## src/rtl/wind_pkg.sv

```systemverilog
// Shared sizing, Q-format constants and control-state encoding for the wind statistics block.
// Defaults give 16-bit samples and windows of up to 2^10 samples.
package wind_pkg;

    localparam int DW         = 16;
    localparam int WINLEN_MAX = 10;
    localparam int ACC_W      = DW + WINLEN_MAX;

    // Fraction bits: speed/components are Q5.10, direction is Q8.7.
    localparam int FRAC_SPEED = 10;
    localparam int FRAC_DIR   = 7;

    typedef enum logic {
        ST_ACC  = 1'b0,
        ST_PEND = 1'b1
    } state_t;

endpackage

```

## src/rtl/wind_acc.sv

```systemverilog
// Per-axis window accumulator; mean is the floor of the running sum (incl. current sample) / 2^shamt.
// Latency: mean is combinational from the current sample; no backpressure, the parent decides when to keep it.
// Backpressure: none; accumulates on every en cycle and restarts on close.
module wind_acc
    import wind_pkg::*;
#(
    parameter int DW = wind_pkg::DW,
    parameter int AW = wind_pkg::ACC_W
) (
    input  logic                 clock,
    input  logic                 reset,
    input  logic                 en,
    input  logic                 first,
    input  logic                 close,
    input  logic signed [DW-1:0] sample,
    input  logic [3:0]           shamt,
    output logic signed [DW-1:0] mean
);

    logic signed [AW-1:0] acc;
    logic signed [AW-1:0] acc_sum;

    // The first sample of a window ignores whatever the register still holds.
    assign acc_sum = (first ? '0 : acc) + {{(AW-DW){sample[DW-1]}}, sample};
    assign mean    = DW'(acc_sum >>> shamt);

    always_ff @(posedge clock or posedge reset) begin
        if (reset) begin
            acc <= '0;
        end else if (en) begin
            acc <= close ? '0 : acc_sum;
        end
    end

endmodule

```

## src/rtl/wind_stats.sv

```systemverilog
// Windowed wind statistics: component means and gust peak over 2^winlen samples.
// Latency: result registers load on the edge after the closing sample (1 cycle).
// Backpressure: valid/ready; a close while a result is unread drops it and sets sticky overrun.
module wind_stats
    import wind_pkg::*;
#(
    parameter int DW         = wind_pkg::DW,
    parameter int WINLEN_MAX = wind_pkg::WINLEN_MAX
) (
    input  logic                 clock,
    input  logic                 reset,
    input  logic                 speeden,
    input  logic signed [DW-1:0] speed,
    input  logic signed [DW-1:0] speedX,
    input  logic signed [DW-1:0] speedY,
    input  logic signed [DW-1:0] direction,
    input  logic [3:0]           winlen,
    output logic signed [DW-1:0] avgX,
    output logic signed [DW-1:0] avgY,
    output logic signed [DW-1:0] peak,
    output logic signed [DW-1:0] peakdir,
    output logic                 statvalid,
    input  logic                 statready,
    output logic                 overrun
);

    localparam int CW = WINLEN_MAX + 1;

    state_t state, state_nxt;

    logic [CW-1:0]        cnt, cnt_inc, target;
    logic [3:0]           wl_reg, wl_clamp, wl_cur;
    logic                 first, close, load, ovr_set, ovr_clr, take;
    logic signed [DW-1:0] pk, pkdir, pk_cand, pkdir_cand;
    logic signed [DW-1:0] mean_x, mean_y;

    assign wl_clamp = (winlen > 4'(WINLEN_MAX)) ? 4'(WINLEN_MAX) : winlen;
    assign first    = (cnt == '0);
    // The window length is frozen at the first sample; later winlen changes wait for the next window.
    assign wl_cur   = first ? wl_clamp : wl_reg;
    assign cnt_inc  = cnt + CW'(1);
    assign target   = CW'(1) << wl_cur;
    assign close    = speeden && (cnt_inc == target);

    assign take       = first || (speed > pk);
    assign pk_cand    = take ? speed : pk;
    assign pkdir_cand = take ? direction : pkdir;

    wind_acc #(.DW(DW), .AW(DW + WINLEN_MAX)) u_acc_x (
        .clock  (clock),
        .reset  (reset),
        .en     (speeden),
        .first  (first),
        .close  (close),
        .sample (speedX),
        .shamt  (wl_cur),
        .mean   (mean_x)
    );

    wind_acc #(.DW(DW), .AW(DW + WINLEN_MAX)) u_acc_y (
        .clock  (clock),
        .reset  (reset),
        .en     (speeden),
        .first  (first),
        .close  (close),
        .sample (speedY),
        .shamt  (wl_cur),
        .mean   (mean_y)
    );

    always_ff @(posedge clock or posedge reset) begin
        if (reset) begin
            cnt    <= '0;
            wl_reg <= '0;
            pk     <= '0;
            pkdir  <= '0;
        end else if (speeden) begin
            if (first) begin
                wl_reg <= wl_clamp;
            end
            cnt   <= close ? '0 : cnt_inc;
            pk    <= close ? '0 : pk_cand;
            pkdir <= close ? '0 : pkdir_cand;
        end
    end

    always_ff @(posedge clock or posedge reset) begin
        if (reset) begin
            state <= ST_ACC;
        end else begin
            state <= state_nxt;
        end
    end

    always_comb begin
        state_nxt = state;
        case (state)
            ST_ACC:  if (close) state_nxt = ST_PEND;
            ST_PEND: if (statready && !close) state_nxt = ST_ACC;
            default: state_nxt = ST_ACC;
        endcase
    end

    always_comb begin
        statvalid = (state == ST_PEND);
        load      = close && (!statvalid || statready);
        ovr_set   = close && statvalid && !statready;
        // A consume that coincides with a fresh close leaves overrun as it was.
        ovr_clr   = statvalid && statready && !close;
    end

    always_ff @(posedge clock or posedge reset) begin
        if (reset) begin
            avgX    <= '0;
            avgY    <= '0;
            peak    <= '0;
            peakdir <= '0;
            overrun <= 1'b0;
        end else begin
            if (load) begin
                avgX    <= mean_x;
                avgY    <= mean_y;
                peak    <= pk_cand;
                peakdir <= pkdir_cand;
            end
            if (ovr_set) begin
                overrun <= 1'b1;
            end else if (ovr_clr) begin
                overrun <= 1'b0;
            end
        end
    end

endmodule

```

## config.mk

```make
export PLATFORM = sky130hd
export DESIGN_NAME = wind_stats
export DESIGN_NICKNAME = d
export VERILOG_FILES = /design/src/rtl/wind_pkg.sv /design/src/rtl/wind_acc.sv /design/src/rtl/wind_stats.sv
export SDC_FILE = /design/constraint.sdc
export NUM_CORES = 1
export LEC_CHECK = 0
export ABC_AREA = 1
export CAP_MARGIN = 10
export CORE_UTILIZATION = 55
export DETAILED_ROUTE_END_ITERATION = 12
export PLACE_DENSITY = 0.81
export SETUP_SLACK_MARGIN = 0.2
export SLEW_MARGIN = 20
export SYNTH_ARGS = -nofsm -noshare
export SYNTH_HDL_FRONTEND = slang
export SYNTH_SLANG_ARGS = --single-unit
export TNS_END_PERCENT = 5
```

## constraint.sdc

```tcl
create_clock -name clock -period 7 [get_ports clock]
set_input_delay 1.4 -clock clock [delete_from_list [all_inputs] [get_ports clock]]
set_output_delay 1.4 -clock clock [all_outputs]
set_load 0.005 [all_outputs]
```

## Yosys cells after proc, flatten, opt, wreduce, memory -nomap -nowiden

Index checks and enable logic that the tools add are counted.

- Bits in writable memories: 0
- Logic and storage cells: 52
- Memories kept: 0
- Bits in latches: 0
- Output and inout port bits: 66
- Register bits after elaboration: 165
- Memory bits (read-only): 0

- Multiply operators: 0
- Reductions and logical operators: 14
- Div/mod/pow operators: 0
- Eq/ne operators: 1
- Bitwise logic cells: 1
- Order comparisons: 2
- Shifts and indexed selects: 3
- Multiplexer cells: 16
- Add/sub/neg operators: 3

Operators by type and width:

| cell | count |
|---|---|
| 26-bit 2-to-1 mux | 4 |
| 16-bit 2-to-1 mux | 4 |
| 26-bit adder | 2 |
| 26-bit by 4-bit >>> shifter with 16-bit output | 2 |
| 16-bit greater-than comparator | 1 |
| 11-bit by 1-bit adder with 11-bit output, second input constant | 1 |
| 11-bit equality test | 1 |
| 11-bit zero test | 1 |
| 11-bit 2-to-1 mux | 1 |
| 1-bit by 4-bit << shifter with 11-bit output, first input constant | 1 |
| 4-bit 2-to-1 mux | 2 |
| 1-bit logical AND | 7 |
| 4-bit greater-than comparator, second input constant | 1 |
| 1-bit 2-to-1 mux | 4 |
| 1-bit zero test | 3 |
| 1-bit logical OR | 2 |
| 1-bit case mux with 2 select lines | 1 |
| 2-bit nonzero test | 1 |
| 1-bit inverter | 1 |

## Depth between registers and ports, before layout

- Depth in word-level cells: 10
- Gate-level depth with buffers: 28
- Gate-level depth less buffers: 26

## By module

From an unflattened synthesis, not the netlist that was laid out.

- Cell total of the unflattened synthesis: 2367
- Area total of the unflattened synthesis: 14814.2 µm²

Modules (own cells, without submodules):

| module | instances | area an instance (µm²) | seq. area each (µm²) | cells each |
|---|---|---|---|---|
| wind_acc | 2 | 4251.6 | 650.6 | 768 |
| wind_stats | 1 | 6311.1 | 2827.7 | 831 |

## Worst setup path before layout

No wires, ideal clock.

- Path kind: input port to flip-flop
- From: in speed[3]
- To: reg pk[1]
- Required time: 6.868 ns
- Setup slack: 3.580 ns
- Library setup time: 0.132 ns
- Data arrival time: 3.287 ns
- Path buffers: 2
- Stages on the path: 15
- Cell sequence: ha_1 -> a21oi_1 -> o21ai_0 -> nand2_1 -> nand3_1 -> nand2_1 -> nand2_1 -> nand2_1 -> nand3_1 -> nand2_1 -> clkbuf_1 -> clkbuf_1 -> o21ai_0 -> nand3_1 -> o21ai_1

- Longest elaborated chain between the ends: 4

Ends and longest elaborated chain:

| what | line | RTL |
|---|---|---|
| start: declaration | wind_stats.sv:13 | `input logic signed [DW-1:0] speed,` |
| 16-bit greater-than comparator | wind_stats.sv:45 | `assign take = first \|\| (speed > pk);` |
| 1-bit logical OR | wind_stats.sv:45 |  |
| 16-bit 2-to-1 mux | wind_stats.sv:46 | `assign pk_cand = take ? speed : pk;` |
| 16-bit 2-to-1 mux | wind_stats.sv:82 | `pk <= close ? '0 : pk_cand;` |
| end signal: assignment | wind_stats.sv:82 |  |
| end: declaration | wind_stats.sv:34 | `logic signed [DW-1:0] pk, pkdir, pk_cand, pkdir_cand;` |

No other way between the ends.
A chain may end at the register's enable or synchronous reset.

## Worst setup path in the final report

- From: in winlen[3]
- To: reg cnt[3]

- Longest elaborated chain between the ends: 7

Ends and longest elaborated chain:

| what | line | RTL |
|---|---|---|
| start: declaration | wind_stats.sv:17 | `input logic [3:0] winlen,` |
| 4-bit greater-than comparator | wind_stats.sv:37 | `assign wl_clamp = (winlen > 4'(WINLEN_MAX)) ? 4'(WINLEN_MAX) : winlen;` |
| 4-bit 2-to-1 mux * | wind_stats.sv:37 |  |
| 4-bit 2-to-1 mux * | -- |  |
| 1-bit by 4-bit << shifter with 11-bit output * | wind_stats.sv:42 | `assign target = CW'(1) << wl_cur;` |
| 11-bit equality test * | wind_stats.sv:43 | `assign close = speeden && (cnt_inc == target);` |
| 1-bit logical AND * | wind_stats.sv:43 |  |
| 11-bit 2-to-1 mux * | wind_stats.sv:81 | `cnt <= close ? '0 : cnt_inc;` |
| end signal: assignment | wind_stats.sv:81 |  |
| end: declaration | wind_stats.sv:31 | `logic [CW-1:0] cnt, cnt_inc, target;` |

Mark *: on every way between the ends. The rest lies on a longest branch, timed or not.

==> qor.yml <==
run_status:
  status: "completed"
worst_hold_path:
  worst_hold_path_type: "reg2reg"
timing:
  setup_viol_count_final: 0
  timing_worst_slew_pin_value_ns: 0.9657
  max-slew-margin-rel_pct: 35.22
  period_share_pct: 71.37
  final_max_slew_viol_count: 0
  maxClockFrequency_ghz: 0.2002
  postLayoutSetupSlackWorst_ns: 2.004
  fin_worst_skew_ns: 0.01457
  grt_setup_unrepaired: "no"
  finalHoldWorstSlack_ns: 0.4791
  post-route-min-period_ns: 4.996
  final.setup.tns_ns: 0
  final_hold_viol_count: 0
synthesis:
  yosys_warns: 0
  netlist_area_um2: 14120
  synth-edff-count: 0
  postSynthRegisterBits: 165
  syn_area_per_cell_um2: 6.103
  synth-async-reset-ratio_pct: 100.0
  postSynthCellCount: 2313
  mappedNetlistNets: 2455
  yosys_most_used_dff: "sky130_fd_sc_hd__dfrtp_1"
  post_synth_num_cell_types: 45
  synth-seq-area-share_pct: 29.25
setup_path:
  critical_path_peak_fanout: 49
  cp-start-kind: "input port"
  cp_data_arrival_time_ns: 5.26
  critical_path_required_ns: 7.27
  critical_path_class: "in2reg"
  critical_path.endpoint_type: "flop"
clocking:
  cts.repair.resized: 0
  clkTransAtPathRegs_ns: 0.07
  worstSkewPairLatency_ns: 0.44
  clock_tree.htree_level_count: 4
  tritoncts.num_buffers: 17
  cts_setup_buffers: 0
  cts.root.buffer_cell: "sky130_fd_sc_hd__clkbuf_16"
  cts-hold-fix-buffers: 0
  cts_tree: "built"
  clkSinkCount: 165
  clock_tree.buffer_depth: 2
place:
  place_worst_setup_slack_ns: 1.637
  place.gp.congestion: 0.9935
  io_buffers: 137
  place_area_um2: 15610
  placedCellCount: 2710
  detailedPlacementHpwl_um: 32950
route:
  drt-total-wl_um: 43460
  route.detailed.wl_per_inst_um: 15.85
  drt_pre_antenna_iters: 6
  first_drt_iteration_drcs: 1470
  route.detailed.drc: 0
  viasPerCell: 5.628
  via_count: 15432
  final_antenna_net_count: 0
pwr:
  power_density_nw_per_um2: 587.6
  total_leakage_power_nw: 8.801
  irDropWorstVdd_v: 0.0002759
  total_power_mw: 9.520
layout:
  final_layout_size_suffix_gt1_share_pct: 3.441
  fin_cells: 2742
  biggestRegsByFlops: "u_acc_x.acc: 26 flops, u_acc_y.acc: 26 flops"
  synthToLayoutAreaGrowth_pct: 14.78
  final_nets: 2541
  insertedDiodeCount: 0
  finalCoreUtilization_pct: 64.34
  finish.instance_area_um2: 16200
die:
  die_height_um: 162.2
  row_count: 58
  design.core.area_um2: 25180
  die_x_um: 162.2
  floorplan.die_area_um2: 26310
  top_level_ports: 138
  initial_utilization_pct: 56.06
global_route:
  wire_length_of_the_first_global_routing_pass_um: 70250
  antenna_found_initial: 0
  grt_max_degree: 83
  globalRouteTotalUtil_pct: 33.58
  globalRoute.totalOverflow: 0
  vias_in_the_first_global_route: 14172
job:
  max_cap_viol_count: 0
final timing paths:
kind	start	endpoint	slack (ns)	depth (start not counted)
worst max register to register	cnt[0]$_DFFE_PP0P_	cnt[3]$_DFFE_PP0P_	2.38	20
min in group asynchronous	reset	u_acc_x.acc[14]$_DFFE_PP0P_	1.38	2
worst min-delay path	peakdir[8]$_DFFE_PP0P_	peakdir[8]$_DFFE_PP0P_	0.48	2
worst max-delay path	winlen[3]	cnt[3]$_DFFE_PP0P_	2.00	16
worst min register to register	peakdir[8]$_DFFE_PP0P_	peakdir[8]$_DFFE_PP0P_	0.48	2
max in group asynchronous	reset	cnt[6]$_DFFE_PP0P_	4.39	3
final cells by class:
class                      instances  area [µm²]
clock inverter                    14       156.4
tap                              330       412.9
fill                            2424        8980
multi-input combinational       1758        8426
inverter                         303        1142
sequential                       165        4129
timing repair buffer             154        1496
clock buffer                      18       439.2
critical path, cell delays in order:
cell and delay, ns:
sky130_fd_sc_hd__clkdlybuf4s50_1 0.48, sky130_fd_sc_hd__a21oi_1 0.26, sky130_fd_sc_hd__nand3_1 0.13, sky130_fd_sc_hd__nand2_2 0.42, sky130_fd_sc_hd__inv_2 0.48, sky130_fd_sc_hd__nor2_8 0.29, sky130_fd_sc_hd__nand2_1 0.07, sky130_fd_sc_hd__nand2_1 0.06
sky130_fd_sc_hd__nand2_1 0.07, sky130_fd_sc_hd__nor2_1 0.09, sky130_fd_sc_hd__nand2_1 0.08, sky130_fd_sc_hd__nor2_2 0.24, sky130_fd_sc_hd__nand2_2 0.51, sky130_fd_sc_hd__buf_4 0.44, sky130_fd_sc_hd__nand3_1 0.09, sky130_fd_sc_hd__o21ai_0 0.11
where the power goes:
group,internal (mW),switching (mW)
registers,1.37,0.207
clock network,0.490,0.486
logic,2.30,4.67
total,4.15,5.37
placed cells by master, fill, tap and decap left out, types with 2 or more instances in the layout:
master	netlist	layout
sky130_fd_sc_hd__o21a_1	4	4
sky130_fd_sc_hd__o211ai_1	4	4
sky130_fd_sc_hd__inv_1	298	297
sky130_fd_sc_hd__clkdlybuf4s50_1	0	136
sky130_fd_sc_hd__nand4_1	25	25
sky130_fd_sc_hd__clkinv_4	0	2
sky130_fd_sc_hd__ha_1	68	68
sky130_fd_sc_hd__nor2_4	7	7
sky130_fd_sc_hd__inv_6	0	4
sky130_fd_sc_hd__nand2_2	5	6
sky130_fd_sc_hd__xnor2_1	2	2
sky130_fd_sc_hd__clkinv_8	0	3
sky130_fd_sc_hd__nor2_1	160	160
sky130_fd_sc_hd__a21oi_1	38	38
sky130_fd_sc_hd__o21ai_0	65	65
sky130_fd_sc_hd__inv_8	0	5
sky130_fd_sc_hd__nand3b_1	6	6
sky130_fd_sc_hd__inv_2	4	4
sky130_fd_sc_hd__o21ai_1	42	42
sky130_fd_sc_hd__and2_1	2	2
sky130_fd_sc_hd__nor4_1	2	2
sky130_fd_sc_hd__o21bai_1	4	4
sky130_fd_sc_hd__a22oi_1	2	2
sky130_fd_sc_hd__clkbuf_16	0	17
sky130_fd_sc_hd__nand2_1	806	805
sky130_fd_sc_hd__o22ai_1	4	4
sky130_fd_sc_hd__dfrtp_1	165	165
sky130_fd_sc_hd__nand3_1	467	467
sky130_fd_sc_hd__buf_4	1	18
sky130_fd_sc_hd__nor2_2	5	5
sky130_fd_sc_hd__nor2_8	2	2
sky130_fd_sc_hd__xor2_1	12	12
sky130_fd_sc_hd__nand2_4	2	2
sky130_fd_sc_hd__fa_1	2	2
sky130_fd_sc_hd__nor3_1	11	11
kinds of logic after synthesis:
family / Yosys count / share of synthesized area (%)
AO/OA/AOI/OAI: 167 / 6.293
XOR/XNOR: 14 / 0.8687
adder cells (fa/ha/maj): 70 / 6.311
buffers and inverters: 390 / 11.08
flip-flops: 165 / 29.25
multiplexers: 1 / 0.07091
AND/OR/NAND/NOR: 1506 / 46.13
per-layer routing:
| layer | global-route usage (%) | part of all wire [%] | vias to the layer above |
|---|---|---|---|
| li1 | - | - | 7599 |
| met1 | 43.35 | 43 | 7120 |
| met2 | 56.48 | 47 | 598 |
| met3 | 4.009 | 6.0 | 115 |
| met4 | 14.75 | 3.8 | 0 |
| met5 | 0 | 0 | - |
cells in the mapped netlist, types with 2 or more instances:
cell type	number	area share [%]
sky130_fd_sc_hd__inv_1	298	7.9
sky130_fd_sc_hd__and2_1	2	0.089
sky130_fd_sc_hd__xor2_1	12	0.74
sky130_fd_sc_hd__a22oi_1	2	0.11
sky130_fd_sc_hd__buf_1	29	0.77
sky130_fd_sc_hd__nand2_4	2	0.16
sky130_fd_sc_hd__nand4_1	25	1.1
sky130_fd_sc_hd__ha_1	68	6.0
sky130_fd_sc_hd__nand3b_1	6	0.32
sky130_fd_sc_hd__nand2_2	5	0.22
sky130_fd_sc_hd__o211ai_1	4	0.21
sky130_fd_sc_hd__nor3_1	11	0.39
sky130_fd_sc_hd__clkbuf_1	40	1.1
sky130_fd_sc_hd__a21oi_1	38	1.3
sky130_fd_sc_hd__o22ai_1	4	0.18
sky130_fd_sc_hd__o21ai_1	42	1.5
sky130_fd_sc_hd__nand3_1	467	17
sky130_fd_sc_hd__dfrtp_1	165	29
sky130_fd_sc_hd__nor4_1	2	0.089
sky130_fd_sc_hd__nand2_1	806	21
sky130_fd_sc_hd__nor2_8	2	0.28
sky130_fd_sc_hd__o21a_1	4	0.21
sky130_fd_sc_hd__inv_2	4	0.11
sky130_fd_sc_hd__xnor2_1	2	0.12
sky130_fd_sc_hd__o21bai_1	4	0.21
sky130_fd_sc_hd__nor2_2	5	0.22
sky130_fd_sc_hd__buf_6	12	0.96
sky130_fd_sc_hd__nor2_4	7	0.56
sky130_fd_sc_hd__fa_1	2	0.28
sky130_fd_sc_hd__nor2_1	160	4.3
sky130_fd_sc_hd__o21ai_0	65	2.3
sky130_fd_sc_hd__buf_2	5	0.18
Power figures use the tool's default switching activity.
